**src/rtl/pucch_phase_seq.sv**
```systemverilog
// PUCCH format 1 per-subcarrier phase sequencer: ph(n) = cyc_part + base_ph[n] + 2*m*n (mod CYC_DIV),
// streamed over valid/ready. Optional macro PUCCH_PHASE_CONJ_EN adds conjugation (ph -> -ph mod CYC_DIV).
module pucch_phase_seq #(
  parameter int CYC_DIV = 24,
  parameter int N_SC    = 12,
  parameter int PW      = 5
) (
  input  logic              i_clk,
  input  logic              i_rst_n,
  input  logic              i_start,
  input  logic [PW-1:0]     i_cyc_part,
  input  logic [3:0]        i_cs,
  input  logic [N_SC*PW-1:0] i_base_ph,
  input  logic              i_conj,
  input  logic              i_ready,
  output logic              o_valid,
  output logic [PW-1:0]     o_ph,
  output logic [3:0]        o_sc,
  output logic              o_last,
  output logic              o_busy,
  output logic              o_cfg_err
);

  typedef enum logic {IDLE, RUN} state_t;

  localparam logic [PW:0] CYC_W   = (PW+1)'(CYC_DIV);
  localparam logic [3:0]  LAST_SC = 4'(N_SC - 1);
  localparam logic [4:0]  N_SC_W  = 5'(N_SC);

  // Modular add of two in-range operands: one extra bit, one conditional subtract.
  function automatic logic [PW-1:0] mod_add(input logic [PW-1:0] a, input logic [PW-1:0] b);
    logic [PW:0] s;
    s = {1'b0, a} + {1'b0, b};
    if (s >= CYC_W) s = s - CYC_W;
    return s[PW-1:0];
  endfunction

  function automatic logic [PW-1:0] phase_of(input logic [PW-1:0] cyc, input logic [PW-1:0] base,
                                             input logic [PW-1:0] rot);
    return mod_add(mod_add(cyc, base), rot);
  endfunction

`ifdef PUCCH_PHASE_CONJ_EN
  function automatic logic [PW-1:0] conj_neg(input logic [PW-1:0] p, input logic en);
    logic [PW:0] d;
    d = CYC_W - {1'b0, p};
    if (!en || p == '0) return p;
    return d[PW-1:0];
  endfunction
`else
  logic unused_conj;
  assign unused_conj = i_conj;
`endif

  state_t              state_q;
  logic [PW-1:0]       cyc_q;
  logic [PW-1:0]       inc_q;
  logic [PW-1:0]       rot_q;
  logic [N_SC*PW-1:0]  base_q;
  logic                conj_q;
  logic                valid_q, last_q, busy_q, cfg_err_q;
  logic [3:0]          sc_q;
  logic [PW-1:0]       ph_q;

  logic                cs_ok;
  logic [PW:0]         two_m;
  logic [PW-1:0]       inc_d;
  logic [3:0]          sc_d;
  logic [PW-1:0]       rot_d;
  logic [PW-1:0]       ph_acc_d;
  logic [PW-1:0]       ph_run_d;

  always_comb begin
    cs_ok    = {1'b0, i_cs} < N_SC_W;
    two_m    = (PW+1)'({i_cs, 1'b0});
    if (two_m >= CYC_W) two_m = two_m - CYC_W;
    inc_d    = two_m[PW-1:0];
    sc_d     = sc_q + 4'd1;
    rot_d    = mod_add(rot_q, inc_q);
    ph_acc_d = phase_of(i_cyc_part, i_base_ph[PW-1:0], '0);
    ph_run_d = phase_of(cyc_q, base_q[int'(sc_d)*PW +: PW], rot_d);
`ifdef PUCCH_PHASE_CONJ_EN
    ph_acc_d = conj_neg(ph_acc_d, i_conj);
    ph_run_d = conj_neg(ph_run_d, conj_q);
`endif
  end

  always_ff @(posedge i_clk or negedge i_rst_n) begin
    if (!i_rst_n) begin
      state_q   <= IDLE;
      cyc_q     <= '0;
      inc_q     <= '0;
      rot_q     <= '0;
      base_q    <= '0;
      conj_q    <= 1'b0;
      valid_q   <= 1'b0;
      last_q    <= 1'b0;
      busy_q    <= 1'b0;
      cfg_err_q <= 1'b0;
      sc_q      <= '0;
      ph_q      <= '0;
    end else begin
      cfg_err_q <= 1'b0;
      case (state_q)
        IDLE: begin
          if (i_start) begin
            if (cs_ok) begin
              state_q <= RUN;
              cyc_q   <= i_cyc_part;
              inc_q   <= inc_d;
              base_q  <= i_base_ph;
              conj_q  <= i_conj;
              rot_q   <= '0;
              sc_q    <= '0;
              ph_q    <= ph_acc_d;
              last_q  <= (LAST_SC == 4'd0);
              valid_q <= 1'b1;
              busy_q  <= 1'b1;
            end else begin
              cfg_err_q <= 1'b1;
            end
          end
        end
        RUN: begin
          // Everything holds while the downstream stalls.
          if (valid_q && i_ready) begin
            if (last_q) begin
              state_q <= IDLE;
              valid_q <= 1'b0;
              busy_q  <= 1'b0;
              last_q  <= 1'b0;
            end else begin
              sc_q   <= sc_d;
              rot_q  <= rot_d;
              ph_q   <= ph_run_d;
              last_q <= (sc_d == LAST_SC);
            end
          end
        end
        default: state_q <= IDLE;
      endcase
    end
  end

  assign o_valid   = valid_q;
  assign o_ph      = ph_q;
  assign o_sc      = sc_q;
  assign o_last    = last_q;
  assign o_busy    = busy_q;
  assign o_cfg_err = cfg_err_q;

endmodule
```
**config.mk**
```make
export PLATFORM = sky130hd
export DESIGN_NAME = pucch_phase_seq
export DESIGN_NICKNAME = d
export VERILOG_FILES = /design/src/rtl/pucch_phase_seq.sv
export SDC_FILE = /design/constraint.sdc
export NUM_CORES = 1
export LEC_CHECK = 0
export ABC_AREA = 1
export ABC_CLOCK_PERIOD_IN_PS = 5000
export CAP_MARGIN = 20
export CORE_MARGIN = 5
export CORE_UTILIZATION = 53
export DETAILED_ROUTE_END_ITERATION = 10
export GPL_ROUTABILITY_DRIVEN = 0
export GPL_TIMING_DRIVEN = 0
export MAX_ROUTING_LAYER = met4
export PLACE_DENSITY = 0.81
export RECOVER_POWER = 100
export SLEW_MARGIN = 0
export SYNTH_ARGS = -nofsm -noshare
export SYNTH_HDL_FRONTEND = slang
export SYNTH_SLANG_ARGS = --single-unit
```
**constraint.sdc**
```tcl
create_clock -name i_clk -period 5 [get_ports i_clk]
set_clock_uncertainty 0.2 [all_clocks]
set_input_delay 0.5 -clock i_clk [delete_from_list [all_inputs] [get_ports i_clk]]
set_output_delay 0.5 -clock i_clk [all_outputs]
set_load 0.02 [all_outputs]
```
==> flow_summary.toml <==
[clock_tree]
cts_made_buffers = 9
clkLatencyLatePin_ns = 0.37
clock_sinks = 86
cts_tree = "built"
htree_num_levels = 3
clockRootBuffer = "clkbuf_8"
cts.path.max_buffers = 2
clkTransAtPathRegs_ns = 0.09

[route]
drt-initial-drc-count = 267
dr.pass1.iters = 5
ant_nets = 0
wirelength_mm = 12.3
wl_per_cell_um = 14.9
vias = 4423
viasPerCell = 5.35
drcViolationCount = 0

[floorplanning]
initial_utilization_pct = 54.6
die_area_mm2 = 0.0110
rows = 34
core_area_mm2 = 0.00872
fp.dieW_um = 105
die_h_um = 105
ios = 87

[timing]
hold_violations = 0
relSlewSlack_pct = 3.21
rsz0062_at_grt = "no"
holdWs_ns = 0.281
worst_pin_slew_ns = 1.45
maxSlewViolCount = 0
fin_crit_sh_pct = 90.7
finalCriticalPeriod_ns = 4.54
max_freq_mhz = 220
setup_viol = 0
tns_ns = 0

[worst_setup_path]
required_ns = 5.09
cpMostUsedCell = "nand2_1"
critPathLaunchType = "flop"
crit_chain = "inv_4, ha_1, clkbuf_2, o21ai_0, o221ai_1, o211ai_1, nand2_1, ha_1, fa_1, a21oi_1, o21ai_0, xnor2_1, or2_2, o21ai_0, ha_1, a21oi_1, nand2_1, nand2_1, nand2_1, nor2_1, nor2_1, a21oi_1"
crit_fanout = 19
cpPeakStageDelay_ns = 0.54
cp_slowest_cell = "dfrtp_1"
arrival_ns = 4.63
cp-end-kind = "flop"
crit_type = "reg2reg"

[power]
power.share.switching_pct = 47.7
ir_drop_mv = 0.505
pwr-share-comb_pct = 62.5
p_int_w = 0.00243
clock_power_share_pct = 11.3
power.density_mw_per_mm2 = 786
switching_power_w = 0.00222
seq_power_share_pct = 26.2
p_leak_nw = 3.06

[global_route]
grt_max_degree = 60
groute.usage.overall_pct = 24.3
grt_first_pass_wirelength_mm = 21.5
overflow = 0
grt_pass1_vias = 4650
antenna_found_initial = 0

[placement]
dp_hpwl_mm = 9.47
io_buffer_count = 85

[cells_and_area]
final-seq-area_mm2 = 0.00215
fin_util_pct = 67.9
drive_gt1_share_pct = 4.87
multiInputGateArea_mm2 = 0.00230
final_common_cell = "nand2_1"
finalNetCount = 812
layout_common_cells = "nand2_1 (270), dfrtp_1 (86), clkdlybuf4s50_1 (71)"
fillers = 758
antenna_cells = 0
area_growth_pct = 24.3

[synth]
synth_seq_cells = 86
post_synth_num_cell_types = 35
netlist_area_mm2 = 0.00476
synth_fp_nets = 715
yosysSeqAreaShare_pct = 45.2
netlist_instances = 616
synth_area_per_cell_um2 = 7.73
ys_warn_count = 0

[flow_run]
maxCapViolations = 0

[hold_path]
hp-class = "reg2reg"

[run_status]
status = "completed"
## metrics by stage
stage               worst slack [ns]  area, um2  instances  total power [W]
floorplan                      0.837       4760        616          0.00339
CTS                            0.237       6000        827          0.00469
finish                         0.465       5920        826          0.00465
detailed placement             0.275       5770        810          0.00414
global route                  0.0212       5920        826          0.00519
global placement               0.271       5750        809          0.00398
## sequential cells by signal, indices dropped and copies added, names as in the netlist
signal / flops
o_ph: 5
o_sc: 4
rot_q: 4
base_q: 60
o_cfg_err: 1
cyc_q: 5
state_q: 1
o_last: 1
inc_q: 4
o_busy: 1
## critical path, delay by kind of cell (launching register included)
family          cells  cell delay [ns]
flops               1             0.54
fa+ha+maj           4             1.33
compound gates      8             1.14
xor+xnor            1             0.15
buf+inv             2             0.38
simple gates        7             0.74
## worst paths after layout
| check | from | end | slack, ns | cells after the start |
|---|---|---|---|---|
| hold / removal | base_q[6] | base_q[6] | 0.28 | 2 |
| min in group asynchronous | i_rst_n | base_q[38] | 0.78 | 2 |
| setup reg to reg | o_sc[0] | o_ph[3] | 0.46 | 22 |
| hold reg to reg | base_q[6] | base_q[6] | 0.28 | 2 |
| setup / recovery | o_sc[0] | o_ph[3] | 0.46 | 22 |
| max in group asynchronous | i_rst_n | rot_q[1] | 1.71 | 3 |
## repair_timing
item / in CTS / in global routing
endpoints found under the hold margin: 27 / 0
endpoints found under the setup margin: 0 / 2
resized for setup: 0 / 8
hold buffers: 1 / 0
setup buffers: 0 / 0
## metal layers
| metal | track usage [%] | routed length, um | vias up | part of all wire [%] |
|---|---|---|---|---|
| met5 | - | 0 | - | 0 |
| met4 | 7.95 | 327 | 0 | 2.7 |
| met3 | 6.29 | 768 | 37 | 6.2 |
| met2 | 40.2 | 6130 | 150 | 50 |
| met1 | 29.0 | 5110 | 2065 | 41 |
| li1 | - | - | 2171 | - |
## layout make-up
class                           count  area share, %
Clock inverter                      6           1.27
Buffer                             26           2.07
Clock buffer                       10           2.32
Sequential cell                    86           36.3
Tap cell                          108           2.28
Timing Repair Buffer               87           14.5
Inverter                           35           2.28
Multi-Input combinational cell    468           38.9
## synthesized netlist by cell type
cell,instances,area (um2)
a31oi_1,1,6.26
nor2_4,2,22.5
inv_2,4,15.0
xnor2_1,5,43.8
or2_2,2,12.5
nor2_1,49,184
nand2_2,1,6.26
inv_1,30,113
o32ai_1,10,87.6
conb_1,1,3.75
a21oi_1,12,60.1
buf_2,17,85.1
buf_4,1,7.51
mux2i_1,5,50.1
buf_6,2,22.5
buf_1,1,3.75
o22ai_1,2,12.5
nand3b_1,1,7.51
o21ai_2,1,8.76
nand2_1,268,1010
fa_1,4,80.1
a22o_1,2,17.5
o31ai_1,1,7.51
nand4_1,1,6.26
o21ai_1,4,20.0
clkinv_4,1,8.76
ha_1,21,263
xor2_1,4,35.0
o21ai_0,28,140
nand2_4,1,11.3
o221ai_1,5,43.8
clkbuf_1,6,22.5
nand3_1,32,160
o211ai_1,5,37.5
dfrtp_1,86,2150
## power groups by stage
stage | clock [W] | sequential (W) | combinational, W
floorplan | 0 | 0.00121 | 0.00218
global placement | 0 | 0.00122 | 0.00276
detailed placement | 0 | 0.00123 | 0.00292
CTS | 0.000535 | 0.00122 | 0.00294
global route | 0.000565 | 0.00126 | 0.00337
finish | 0.000524 | 0.00122 | 0.00291
## kinds of logic (layout without fill, tap and decap cells)
group | after synthesis | count (layout) | share of synthesized area (%)
mux | 5 | 5 | 1.05
buf+inv | 62 | 164 | 5.83
simple gates | 357 | 357 | 29.7
fa+ha+maj | 25 | 25 | 7.20
xor+xnor | 9 | 9 | 1.65
flops | 86 | 86 | 45.2
other cells | 1 | 1 | 0.0787
compound gates | 71 | 71 | 9.27
Power figures use the tool's default switching activity.
